### src/rtl/midi_pkg.sv
// Shared MIDI constants and parser state type for the voice sequencer slice.
package midi_pkg;
  localparam logic [3:0] NOTE_OFF = 4'h8;
  localparam logic [3:0] NOTE_ON  = 4'h9;
  localparam logic [3:0] POLY_AT  = 4'hA;
  localparam logic [3:0] CTRL_CHG = 4'hB;
  localparam logic [3:0] PROG_CHG = 4'hC;
  localparam logic [3:0] CHAN_AT  = 4'hD;
  localparam logic [3:0] PITCH    = 4'hE;
  localparam logic [3:0] SYSTEM   = 4'hF;
  localparam logic [7:0] RT_MIN   = 8'hF8;
  localparam logic [7:0] SYS_MIN  = 8'hF0;

  typedef enum logic [2:0] {IDLE, DATA1, DATA2, SKIP1, SKIP2} parse_state_t;
endpackage

### src/rtl/midi_voice_sequencer_if.sv
// Byte stream from the serial receiver into the sequencer.
interface midi_voice_sequencer_if;
    logic       BYTE_VALID;
    logic [7:0] BYTE_DATA;
    logic       FRAME_ERR;

    modport master (output BYTE_VALID, BYTE_DATA, FRAME_ERR);
    modport slave  (input  BYTE_VALID, BYTE_DATA, FRAME_ERR);
endinterface

### src/rtl/midi_voice_alloc.sv
// Voice table: retrigger match, lowest-free allocation, round-robin steal.
module midi_voice_alloc
    import midi_pkg::*;
#(
    parameter int NUM_VOICES = 4
) (
    input  logic                       CLK,
    input  logic                       RESET,
    input  logic                       msg_valid,
    input  logic                       msg_on,
    input  logic [6:0]                 msg_note,
    output logic [NUM_VOICES-1:0]      voice_act,
    output logic [NUM_VOICES-1:0][6:0] voice_note,
    output logic                       steal
);
    localparam int IW = (NUM_VOICES > 1) ? $clog2(NUM_VOICES) : 1;

    logic [NUM_VOICES-1:0] match;
    logic                  hit;
    logic                  has_free;
    logic [IW-1:0]         free_idx;
    logic [IW-1:0]         steal_ptr;

    // Inactive slots never match, so stale notes cannot retrigger or be released.
    for (genvar v = 0; v < NUM_VOICES; v++) begin : g_match
        assign match[v] = voice_act[v] && (voice_note[v] == msg_note);
    end
    assign hit = |match;

    always_comb begin
        has_free = 1'b0;
        free_idx = '0;
        for (int v = NUM_VOICES - 1; v >= 0; v--) begin
            if (!voice_act[v]) begin
                has_free = 1'b1;
                free_idx = IW'(v);
            end
        end
    end

    always_ff @(posedge CLK or negedge RESET) begin
        if (!RESET) begin
            voice_act  <= '0;
            voice_note <= '0;
            steal      <= 1'b0;
            steal_ptr  <= '0;
        end else begin
            steal <= 1'b0;
            if (msg_valid) begin
                if (!msg_on) begin
                    voice_act <= voice_act & ~match;
                end else if (!hit) begin
                    if (has_free) begin
                        voice_act[free_idx]  <= 1'b1;
                        voice_note[free_idx] <= msg_note;
                    end else begin
                        voice_note[steal_ptr] <= msg_note;
                        steal                 <= 1'b1;
                        steal_ptr <= (steal_ptr == IW'(NUM_VOICES - 1)) ? '0 : steal_ptr + 1'b1;
                    end
                end
            end
        end
    end
endmodule

### src/rtl/midi_voice_sequencer.sv
// MIDI byte-stream parser (channel filter, running status) feeding the voice allocator.
module midi_voice_sequencer
    import midi_pkg::*;
#(
    parameter int NUM_VOICES = 4,
    parameter bit OMNI       = 1'b0
) (
    input  logic                    CLK,
    input  logic                    RESET,
    midi_voice_sequencer_if.slave   byte_in,
    input  logic [3:0]              CHANNEL,
    output logic                    MSG_VALID,
    output logic                    MSG_ON,
    output logic [6:0]              MSG_NOTE,
    output logic [6:0]              MSG_VEL,
    output logic [NUM_VOICES-1:0]   VOICE_ACT,
    output logic [7*NUM_VOICES-1:0] VOICE_NOTE,
    output logic                    STEAL
);
    parse_state_t state;
    logic         rs_valid;
    logic         rs_on;
    logic [6:0]   note_lat;
    logic [7:0]   b;
    logic         chan_hit;
    logic         fire;
    logic         fire_on;
    logic [NUM_VOICES-1:0][6:0] vnote;

    assign b        = byte_in.BYTE_DATA;
    assign chan_hit = OMNI || (b[3:0] == CHANNEL);
    // The allocator acts on the same edge that registers the message.
    assign fire     = byte_in.BYTE_VALID && !byte_in.FRAME_ERR && !b[7] && (state == DATA2);
    assign fire_on  = rs_on && (b[6:0] != 7'd0);

    always_ff @(posedge CLK or negedge RESET) begin
        if (!RESET) begin
            state     <= IDLE;
            rs_valid  <= 1'b0;
            rs_on     <= 1'b0;
            note_lat  <= '0;
            MSG_VALID <= 1'b0;
            MSG_ON    <= 1'b0;
            MSG_NOTE  <= '0;
            MSG_VEL   <= '0;
        end else begin
            MSG_VALID <= 1'b0;
            if (byte_in.BYTE_VALID) begin
                if (byte_in.FRAME_ERR) begin
                    state <= IDLE;
                end else if (b >= RT_MIN) begin
                    state <= state;
                end else if (b[7]) begin
                    case (b[7:4])
                        NOTE_OFF, NOTE_ON: begin
                            rs_valid <= chan_hit;
                            rs_on    <= (b[7:4] == NOTE_ON);
                            state    <= chan_hit ? DATA1 : SKIP2;
                        end
                        PROG_CHG, CHAN_AT: begin
                            rs_valid <= 1'b0;
                            state    <= SKIP1;
                        end
                        SYSTEM: begin
                            rs_valid <= 1'b0;
                            state    <= IDLE;
                        end
                        default: begin
                            rs_valid <= 1'b0;
                            state    <= SKIP2;
                        end
                    endcase
                end else begin
                    case (state)
                        IDLE: if (rs_valid) begin
                            note_lat <= b[6:0];
                            state    <= DATA2;
                        end
                        DATA1: begin
                            note_lat <= b[6:0];
                            state    <= DATA2;
                        end
                        DATA2: begin
                            MSG_VALID <= 1'b1;
                            MSG_ON    <= fire_on;
                            MSG_NOTE  <= note_lat;
                            MSG_VEL   <= b[6:0];
                            state     <= DATA1;
                        end
                        SKIP2:   state <= SKIP1;
                        default: state <= IDLE;
                    endcase
                end
            end
        end
    end

    midi_voice_alloc #(.NUM_VOICES(NUM_VOICES)) u_alloc (
        .CLK        (CLK),
        .RESET      (RESET),
        .msg_valid  (fire),
        .msg_on     (fire_on),
        .msg_note   (note_lat),
        .voice_act  (VOICE_ACT),
        .voice_note (vnote),
        .steal      (STEAL)
    );

    assign VOICE_NOTE = vnote;
endmodule
### src/flat_wrapper.sv
// flat-port wrapper written by rule: the top's interface ports become plain ports
module midi_voice_sequencer_flat import midi_pkg::*;
#(
    parameter int NUM_VOICES = 4,
    parameter bit OMNI       = 1'b0
)
  (CLK, RESET, CHANNEL, MSG_VALID, MSG_ON, MSG_NOTE, MSG_VEL, VOICE_ACT, VOICE_NOTE, STEAL, byte_in_BYTE_VALID, byte_in_BYTE_DATA, byte_in_FRAME_ERR);
  midi_voice_sequencer_if byte_in_i ();
  input  logic CLK;
  input  logic RESET;
  input  logic [3:0] CHANNEL;
  output logic MSG_VALID;
  output logic MSG_ON;
  output logic [6:0] MSG_NOTE;
  output logic [6:0] MSG_VEL;
  output logic [NUM_VOICES-1:0] VOICE_ACT;
  output logic [7*NUM_VOICES-1:0] VOICE_NOTE;
  output logic STEAL;
  input wire logic [$bits(byte_in_i.BYTE_VALID)-1:0] byte_in_BYTE_VALID;
  input wire logic [$bits(byte_in_i.BYTE_DATA)-1:0] byte_in_BYTE_DATA;
  input wire logic [$bits(byte_in_i.FRAME_ERR)-1:0] byte_in_FRAME_ERR;
  assign byte_in_i.BYTE_VALID = byte_in_BYTE_VALID;
  assign byte_in_i.BYTE_DATA = byte_in_BYTE_DATA;
  assign byte_in_i.FRAME_ERR = byte_in_FRAME_ERR;
  midi_voice_sequencer #(.NUM_VOICES(NUM_VOICES), .OMNI(OMNI)) u_core (.CLK(CLK), .RESET(RESET), .byte_in(byte_in_i), .CHANNEL(CHANNEL), .MSG_VALID(MSG_VALID), .MSG_ON(MSG_ON), .MSG_NOTE(MSG_NOTE), .MSG_VEL(MSG_VEL), .VOICE_ACT(VOICE_ACT), .VOICE_NOTE(VOICE_NOTE), .STEAL(STEAL));
endmodule
### config.mk
export PLATFORM = sky130hd
export DESIGN_NAME = midi_voice_sequencer_flat
export DESIGN_NICKNAME = d
export VERILOG_FILES = /design/src/rtl/midi_pkg.sv /design/src/rtl/midi_voice_sequencer_if.sv /design/src/rtl/midi_voice_alloc.sv /design/src/rtl/midi_voice_sequencer.sv /design/src/flat_wrapper.sv
export SDC_FILE = /design/constraint.sdc
export NUM_CORES = 1
export LEC_CHECK = 0
export CORE_MARGIN = 5
export CORE_UTILIZATION = 46
export DETAILED_ROUTE_END_ITERATION = 12
export PLACE_DENSITY = 0.82
export SETUP_SLACK_MARGIN = 0.1
export SYNTH_ARGS = -nofsm -noshare
export SYNTH_HDL_FRONTEND = slang
export SYNTH_HIERARCHICAL = 1
export SYNTH_SLANG_ARGS = --single-unit
### constraint.sdc
create_clock -name CLK -period 2.3 [get_ports CLK]
set_input_delay 0.575 -clock CLK [delete_from_list [all_inputs] [get_ports CLK]]
set_output_delay 0.575 -clock CLK [all_outputs]
set_load 0.1 [all_outputs]
Word-level counts from Yosys, hierarchy flattened --
Cells that the tools add are included. W data, S select, Z words.
Word-level totals: output and inout bits 49, register bits 63, word-level logic and storage cells 114, input port bits 16
Operators by class: add/sub/neg operators 1, equality and inequality tests 19, mux-type cells 40, reductions and logical operators 26, magnitude comparators 5, bitwise gates (word level) 8
Operators with widths (number):
- $bwmux W28 | 2
- $demux W7 S2 | 2
- $eq A7 B7 Y1 | 4
- $mux W28 | 1
- $mux W7 | 3
- $eq A4 B4 Y1 const B | 5
- $mux W1 | 15
- $mux W3 | 5
- $pmux W7 S2 | 1
- $mux W4 | 3
- $pmux W3 S4 | 1
- $logic_and A1 B1 Y1 | 10
- $mux W2 | 5
- $reduce_and A5 Y1 | 2
- $pmux W3 S3 | 1
- $reduce_and A3 Y1 | 3
- $ge A8 B8 Y1 const B | 1
- $reduce_and A4 Y1 | 2
- $reduce_bool A7 Y1 | 1
- $lt A2 B3 Y1 const B | 2
- $reduce_and A6 Y1 | 1
- $not A1 Y1 | 5
- $and A4 B4 Y4 | 1
- $eq A4 B4 Y1 | 1
- other kinds (17) | 22

Logic depth before layout (Yosys ltp) --
Gate-level depths: netlist (run 1).
depth in word-level cells 12, mapped depth 10, depth with buffers taken out 7

Modules after synthesis --
The synthesis (run 1) kept the hierarchy.
By module, submodules not included:
- midi_voice_alloc | sequential area each 875.8 µm², instances 1, area an instance 1891.8 µm², cells each 157
- midi_voice_sequencer | sequential area each 700.7 µm², instances 1, area an instance 1243.7 µm², cells each 91

Least setup slack after synthesis (run 1) --
No wires, ideal clock.
path type in2reg, from in byte_in_BYTE_DATA[7], to reg u_core/u_alloc/voice_note[21] in the netlist's numbering, buffers on the path 3, data arrival time 2.821 ns, stages 10, setup slack -0.647 ns, library setup time 0.126 ns, path through clkbuf_1 > nor2_1 > nand4b_1 > buf_2 > inv_1 > nand2_1 > or4_4 > or3_1 > buf_6 > mux2_4
On the way: word-level cells in the longest chain between the ends 4
RTL lines:
- start, declared | line flat_wrapper.sv:20 | input wire logic [$bits(byte_in_i.BYTE_DATA)-1:0] byte_in_BYTE_DATA;
- $logic_not A1 Y1 | line midi_voice_sequencer.sv:33 | assign fire = byte_in.BYTE_VALID && !byte_in.FRAME_ERR && !b[7] && (state == DATA2);
- $logic_and A1 B1 Y1 (2 in a row) | line midi_voice_sequencer.sv:33
- net u_core.fire | line midi_voice_sequencer.sv:26 | logic fire;
- $reduce_and A3 Y1 (no line)
- end signal, assigned by index | line midi_voice_alloc.sv:55 | voice_note[free_idx] <= msg_note;
- end signal, assigned by index | line midi_voice_alloc.sv:57 | voice_note[steal_ptr] <= msg_note;
- end, declared | line midi_voice_alloc.sv:13 | output logic [NUM_VOICES-1:0][6:0] voice_note,
The timed path passes the listed nets, and every way through them passes these cells. A chain may end at the register's enable or synchronous reset.

Worst setup path after layout (run 1) --
from reg u_core.note_lat[3], to reg u_core/u_alloc/voice_note[27] in the netlist's numbering
On the way: word-level cells in the longest chain between the ends 5, elaborated cells between the ends (all ways) 11
RTL lines:
- start, declared | line midi_voice_sequencer.sv:23 | logic [6:0] note_lat;
- start signal, assigned | line midi_voice_sequencer.sv:76 | note_lat <= b[6:0];
- start signal, assigned | line midi_voice_sequencer.sv:80 | note_lat <= b[6:0];
- $eq A7 B7 Y1 | line midi_voice_alloc.sv:26 | assign match[v] = voice_act[v] && (voice_note[v] == msg_note);
- $logic_and A1 B1 Y1 | line midi_voice_alloc.sv:26
- $reduce_or A4 Y1 (*) | line midi_voice_alloc.sv:28 | assign hit = |match;
- $not A1 Y1 (no line) (*)
- $reduce_and A3 Y1 (no line) (*)
Every way passes the cells marked *; elsewhere a longest branch is shown, timed or not.

==> summary.txt, run 1 <==
Timing
  – Final setup vio count: 1
  – Least-Margin Pin Slew: ~0.34 ns
  – Final clock period utilization by the worst path: 100%
  – RSZ-0062 raised after global routing: true
  – Min Tclk post-route: approximately 2.3 ns
  – Slew HR: about 77%
  – Final Skew: 0.00943 ns
  – Fin. Hold Viols: 0
  – Fmax: between 0.4 and 0.5 GHz
  – Final setup margin: -0.00735 ns
  – Final Max Tran Viols: 0

Layout
  – Diodes inserted: 0
  – # fillers: 516
  – Nets: approximately 380
  – Seq. cell area: between 1500 and 2000 um2
  – Layout overhead on the synthesized area: 39.4%
  – Share of cells above drive strength 1: a little under three fifths
  – Final core area utilization: between 60% and 70%
  – Multi-input gate area: roughly 1500 um2

Route
  – DRT iter0 DRCs: ~80
  – Met3 wire len: a little under 600 um
  – Post-DRT Antenna Nets: 0
  – Metal2 WL: 3.84 mm
  – Via count: about 2300
  – Drt first pass iters: 4
  – Vias per cell: 5.23
  – Avg WL per Cell: ~17 um
  – Highest metal used: met4
  – Met1 WL: between 3 and 4 mm
  – DRC errors left: 0
  – Routed WL: approximately 7.7 mm

CTS
  – Clk root buf: clkbuf_8
  – Clk_lat worst skew: between 0.3 and 0.4 ns
  – CTS tree: built
  – Clock sinks: 63
  – Cts bufs inserted: 9
  – Clock-pin slew on the worst setup and hold paths: 0.07 ns
  – CTS HTree Levels: 3
  – Clock Path Buffers: 2

Worst setup path
  – CP endpoint kind: register
  – Crit path launch type: register
  – Slowest cell on crit path: or4_4
  – Crit path DAT: around 2.5 ns
  – Crit path cell chain: buf_6, xnor2_2, nand3_2, nor3_2, or4_4, or3_4, buf_8, mux2_4
  – Largest fanout on the critical path: 7
  – CP bufs+invs: 2
  – Data required, critical path: roughly 2.5 ns
  – Delay-heaviest family, CP: simple AND/OR/NAND/NOR gates
  – Max incr delay on CP: between 0.5 and 0.6 ns
  – Setup CP Type: reg -> reg

Die
  – Die width: a little over 90 um
  – Row cnt: 30
  – Die height: between 90 and 100 um
  – Initial Util: between 40% and 50%
  – Die area: between 8000 and 9000 um2
  – Core region area: about 6700 um2
  – Ports: 65

Synth
  – Ys async rst share: 100%
  – Syn_nets: roughly 270
  – Yosys cell types: 43
  – Syn avg cell area: between 10 and 15 um2
  – Top FF cell, synth: dfrtp_1
  – Post-synthesis mux area share: 20.2%
  – Synth warn: 6
  – EDFF count, synth: 0
  – Mapped Cells: 248
  – Adder-Cell Fraction of Synth Area: roughly 1.6%
  – Largest family of logic cells by synthesized area: multiplexers
  – Cell Area, Synth: 3140 um2
  – Post-synth top area share: roughly 50%
  – Register bit total from synthesis: 63
  – Cell taking the most area after synthesis: dfrtp_1
  – Seq/Total Area, Yosys: 50.3%
  – Top cells by area, synth: dfrtp_1 (50%), mux2_2 (17%), xnor2_1 (8.9%)
  – Count leader, synth: dfrtp_1
  – Simple-gate share of the synthesized area: around a tenth
  – Post-synth top cells: dfrtp_1 (63), mux2_2 (46), xnor2_1 (32)
  – XOR/XNOR Fraction of Synth Area: under 10%
  – Compound-Gate Fraction of Synth Area: under 10%

Placed design
  – PortBufs: 64
  – Hpwl dp: approximately 5.6 mm
  – Final RePlAce weighted congestion: ~0.8

Run status
  – Failing checks: negative setup slack
  – Status: finished, violations left

GRT
  – Antenna violations before repair: 0
  – First-pass GRT wire length: around 13 mm
  – Grt total ovfl: 0
  – Pin count of the biggest net entering global routing: 64
  – Total GRT Usage: approximately a fifth
  – Vias in the first global route: between 2000 and 2500

Power and ir drop
  – PD cells: 1330 nW/um2
  – PnR Total Power: between 5000 and 6000 uW
  – Leakage: 0.00214 uW
  – VDD IR max: approximately 0.0015 V

Min path
  – Worst hold path type: in -> async

Flow run
  – Max-cap violation count: 0
==> registers in the layout (all words and copies together) (netlist names), 2 cells and up <==
register	cells
u_core/MSG_NOTE	7
u_core/MSG_VEL	7
u_core/note_lat	7
u_core/state	3
u_core/u_alloc/steal_ptr	2
u_core/u_alloc/voice_act	4
u_core/u_alloc/voice_note	28
==> through the flow <==
stage	hold WS [ns]	std cells	setup WS, ns	TNS [ns]	cell area, um2
detailed placement	0.500	424	-0.632	-15.80	4010
CTS	0.255	446	-0.0146	-0.0289	4330
global route	0.266	448	-0.0418	-0.415	4370
global placement	0.492	424	-0.559	-13.91	4010
finish	0.247	448	-0.00735	-0.00735	4370
floorplan	0.279	248	-0.432	-9.11	3180
==> area by class of cell <==
cell class | count | area share [%]
clock inverter | 5 | 1.83
multi-input combinational | 165 | 34.8
inverter | 8 | 0.687
tap | 80 | 2.29
sequential | 63 | 36.3
timing repair buffer | 116 | 20.7
clock buffer | 11 | 3.46
==> worst reg2reg max path, stage by stage (launching register included) <==
cell and delay, ns:
dfrtp_2 0.44, buf_6 0.14, xnor2_2 0.13, nand3_2 0.12
nor3_2 0.06, or4_4 0.53, or3_4 0.35, buf_8 0.15
mux2_4 0.30
==> kinds of logic (layout without fill, tap and decap cells) <==
logic type                 count (synthesis)  in the layout
and+or+nand+nor                           55             55
DFF                                       63             63
AOI/OAI and AO/OA                         19             19
adders and majority gates                  4              4
muxes                                     54             54
xor gates and xnor gates                  33             33
buffers and inverters                     20            140
==> path summary, 6_finish.rpt <==
| path | slack (ns) | start | endpoint | depth (start not counted) |
|---|---|---|---|---|
| worst max-delay path | -0.007 | u_core/note_lat[3] | u_core/u_alloc/voice_note[27] | 8 |
| max in group asynchronous | 1.76 | RESET | u_core/note_lat[6] | 2 |
| min in group CLK | 0.52 | u_core/MSG_NOTE[5] | u_core/MSG_NOTE[5] | 1 |
| worst min register to register | 0.52 | u_core/MSG_NOTE[5] | u_core/MSG_NOTE[5] | 1 |
| worst max register to register | -0.007 | u_core/note_lat[3] | u_core/u_alloc/voice_note[27] | 8 |
| worst min-delay path | 0.25 | RESET | u_core/u_alloc/voice_note[17] | 2 |
==> power breakdown <==
| part | switching [uW] | internal [uW] | total, uW |
|---|---|---|---|
| logic | 2010 | 979 | 2990 |
| clock network | 440 | 667 | 1110 |
| registers | 341 | 1380 | 1720 |
| total | 2790 | 3030 | 5820 |
==> what timing repair did <==
action,4_1_cts,5_1_grt
setup endpoints to repair,32,31
pin swaps,13,7
hold buffers,0,0
setup buffers,6,2
resized for setup,40,5
==> metal layers <==
metal  up-vias  GRT usage [%]
li1       1109              -
met1      1157           23.9
met2        70           32.0
met3         5           5.69
met4         0           5.94
met5         -              0
==> placed cells by master (no fill, tap or decap), types with 2 or more instances in the layout <==
cell / instances
ha_1: 4
buf_2: 4
nor3_2: 4
nand2_1: 7
nor3_1: 5
dfrtp_1: 56
mux2_2: 46
clkinvlp_4: 2
nand3_2: 3
clkbuf_8: 11
bufinv_16: 2
and3_1: 4
xnor2_2: 2
or3_4: 2
xnor2_1: 30
mux2_4: 7
o21ai_0: 2
a21oi_1: 4
a22o_1: 2
dfrtp_2: 7
buf_4: 98
inv_1: 7
dlygate4sd2_1: 6
nor2_1: 3
clkdlybuf4s50_1: 4
nand4_1: 7
nand3_1: 3
Power figures use the tool's default switching activity.
==> run 2, diff against run 1 <==
--- a/config.mk
+++ b/config.mk
@@ -6,9 +6,9 @@
 export NUM_CORES = 1
 export LEC_CHECK = 0
 export CORE_MARGIN = 5
-export CORE_UTILIZATION = 46
+export CORE_UTILIZATION = 50
 export DETAILED_ROUTE_END_ITERATION = 12
-export PLACE_DENSITY = 0.82
+export PLACE_DENSITY = 0.84
 export SETUP_SLACK_MARGIN = 0.1
 export SYNTH_ARGS = -nofsm -noshare
 export SYNTH_HDL_FRONTEND = slang
==> constraint.sdc (replaced) <==
create_clock -name CLK -period 2.4 [get_ports CLK]
set_input_delay 0.6 -clock CLK [delete_from_list [all_inputs] [get_ports CLK]]
set_output_delay 0.6 -clock CLK [all_outputs]
set_load 0.1 [all_outputs]
==> run 2 against run 1 <==
The flow now finishes without violations. Critical path depth unchanged. Total power shrank 3.4%. Clock skew up 0.0026 ns. Utilization is 7.1 points higher. Die area down 7.1%. Hold slack got worse by 0.026 ns. Final cell count shrank 0.67%. Register-to-register slack better by 0.07 ns. Largest power group unchanged. Highest routed layer unchanged.
==> summary.txt, run 2 (same netlist as run 1, synthesis figures left out) <==
CTS
  – Clock Path Buffers: 2
  – Cts bufs inserted: 9
  – Clock sinks: 63
  – Clk root buf: clkbuf_8
  – CTS HTree Levels: 3
  – Clk_lat worst skew: ~0.34 ns
  – CTS tree: built
  – Clock-pin slew on the worst setup and hold paths: roughly 0.07 ns

Timing
  – Fin Setup TNS: 0 ns
  – Min Tclk post-route: around 2.3 ns
  – Final clock period utilization by the worst path: between 90% and 100%
  – Least-Margin Pin Slew: ~0.48 ns
  – Fmax: ~0.43 GHz
  – Tightest hold margin: between 0.2 and 0.25 ns
  – Fin. Hold Viols: 0
  – Final Max Tran Viols: 0
  – RSZ-0062 raised after global routing: true
  – Slew HR: about two thirds
  – Final Skew: roughly 0.012 ns
  – Final setup margin: just over 0.06 ns
  – Final setup vio count: 0

Die
  – Core region area: between 6000 and 7000 um2
  – Initial Util: a little over half
  – Die width: a little under 90 um
  – Row cnt: 28
  – Ports: between 60 and 70
  – Die area: between 7000 and 8000 um2
  – Die height: ~89 um

Layout
  – Max reg flops: 28
  – Most frequent cells in the layout: buf_4 (100), dfrtp_1 (55), mux2_2 (46)
  – Share of cells above drive strength 1: a little under three fifths
  – Diodes inserted: 0
  – Most flops, register: u_core/u_alloc/voice_note
  – Layout overhead on the synthesized area: 38.6%
  – Nets: 385
  – Most common cell after layout, fill and taps aside: buf_4

Worst setup path
  – Worst flop-to-flop path startpoint: u_core/note_lat[6]
  – Slowest cell on crit path: dfrtp_2
  – R2r setup slk: about 0.062 ns
  – Data required, critical path: 2.62 ns
  – Max incr delay on CP: about 0.50 ns
  – Delay-heaviest family, CP: simple AND/OR/NAND/NOR gates
  – CP bufs+invs: 2
  – Crit path cell chain: xnor2_2, nand4_1, buf_4, nor3_2, or4_4, or3_4, buf_8, mux2_4
  – CP endpoint kind: register
  – Crit path DAT: between 2 and 3 ns
  – Largest fanout on the critical path: 7
  – Crit path from: u_core/note_lat[6]
  – Critical R2R Capture: u_core/u_alloc/voice_note[23]
  – Crit path launch type: register
  – Setup CP Type: reg -> reg
  – Worst r2r path cells: 8

Min path
  – Worst hold path type: in -> async

Route
  – Via count: 2445
  – Avg WL per Cell: ~18 um
  – Drt first pass iters: 4
  – Post-DRT Antenna Nets: 0
  – Routed WL: between 8 and 9 mm
  – DRT iter0 DRCs: around 180
  – Vias per cell: about 5.5
  – DRC errors left: 0

Run status
  – Status: completed

Placed design
  – DP Worst Slack: -0.619 ns
  – Hpwl dp: 5.52 mm
  – PortBufs: between 60 and 70
  – Final RePlAce weighted congestion: 0.821

GRT
  – Antenna violations before repair: 0
  – Total GRT Usage: around 22%
  – Vias in the first global route: roughly 2600
  – Grt total ovfl: 0
  – Pin count of the biggest net entering global routing: 45
  – First-pass GRT wire length: about 13 mm

Power and ir drop
  – PD cells: roughly 1300 nW/um2
  – VDD IR max: 0.00120 V
  – Leakage: about 0.0021 uW

Flow run
  – Max-cap violation count: 0
run 2: cell types whose count changed in the layout (fill, tap and decap cells not counted), sizes merged:
cell,delta
buf,+2
bufinv,-1
clkbuf,+2
clkdlybuf4s15,+5
clkinv,+1
clkinvlp,-2
dlygate4sd2,-5
run 2: metrics by stage:
step / util, % / instances / instance area [um2] / power (uW)
2_1_floorplan: - / 248 / 3180 / 3660
3_3_place_gp: 64.9 / 407 / 3910 / 4250
3_5_place_dp: 64.9 / 407 / 3910 / 4300
4_1_cts: 71.8 / 444 / 4330 / 5560
5_1_grt: 72.1 / 445 / 4350 / 5870
6_report: 72.1 / 445 / 4350 / 5620
run 2: what timing repair did:
action,in CTS,in global routing
pin swaps,11,2
cloned,0,0
buffers inserted,21,1
setup endpoints to repair,31,15
resized for setup,47,2
hold buffers,0,0
run 2: layout make-up:
class | instances | area (um2)
multi-input cells | 165 | 1500
well taps | 75 | 93.8
repair buffers | 118 | 930
inverters | 8 | 30.0
fillers | 414 | 1680
flip-flops and latches | 63 | 1590
clock buffers | 13 | 169
clock inverters | 3 | 40.0
run 2: power by group:
group	internal, uW	switching [uW]
clock network	562	413
logic	1040	1960
registers	1330	323
total	2930	2700
run 2: layer usage:
metal | global-route usage, % | wire length [um]
met1 | 27.5 | 3300
met2 | 37.2 | 4210
met3 | 3.96 | 420
met4 | 11.8 | 242
met5 | 0 | 0
run 2: how the worst max path moves through the flow:
stage | endpoint | depth (start not counted)
detailed placement | u_core/u_alloc/voice_note[23] | 8
floorplan | u_core/u_alloc/voice_note[21] | 10
finish | u_core/u_alloc/voice_note[23] | 8
global route | u_core/u_alloc/voice_note[1] | 8
global placement | u_core/u_alloc/voice_note[23] | 8
CTS | u_core/u_alloc/voice_note[26] | 8
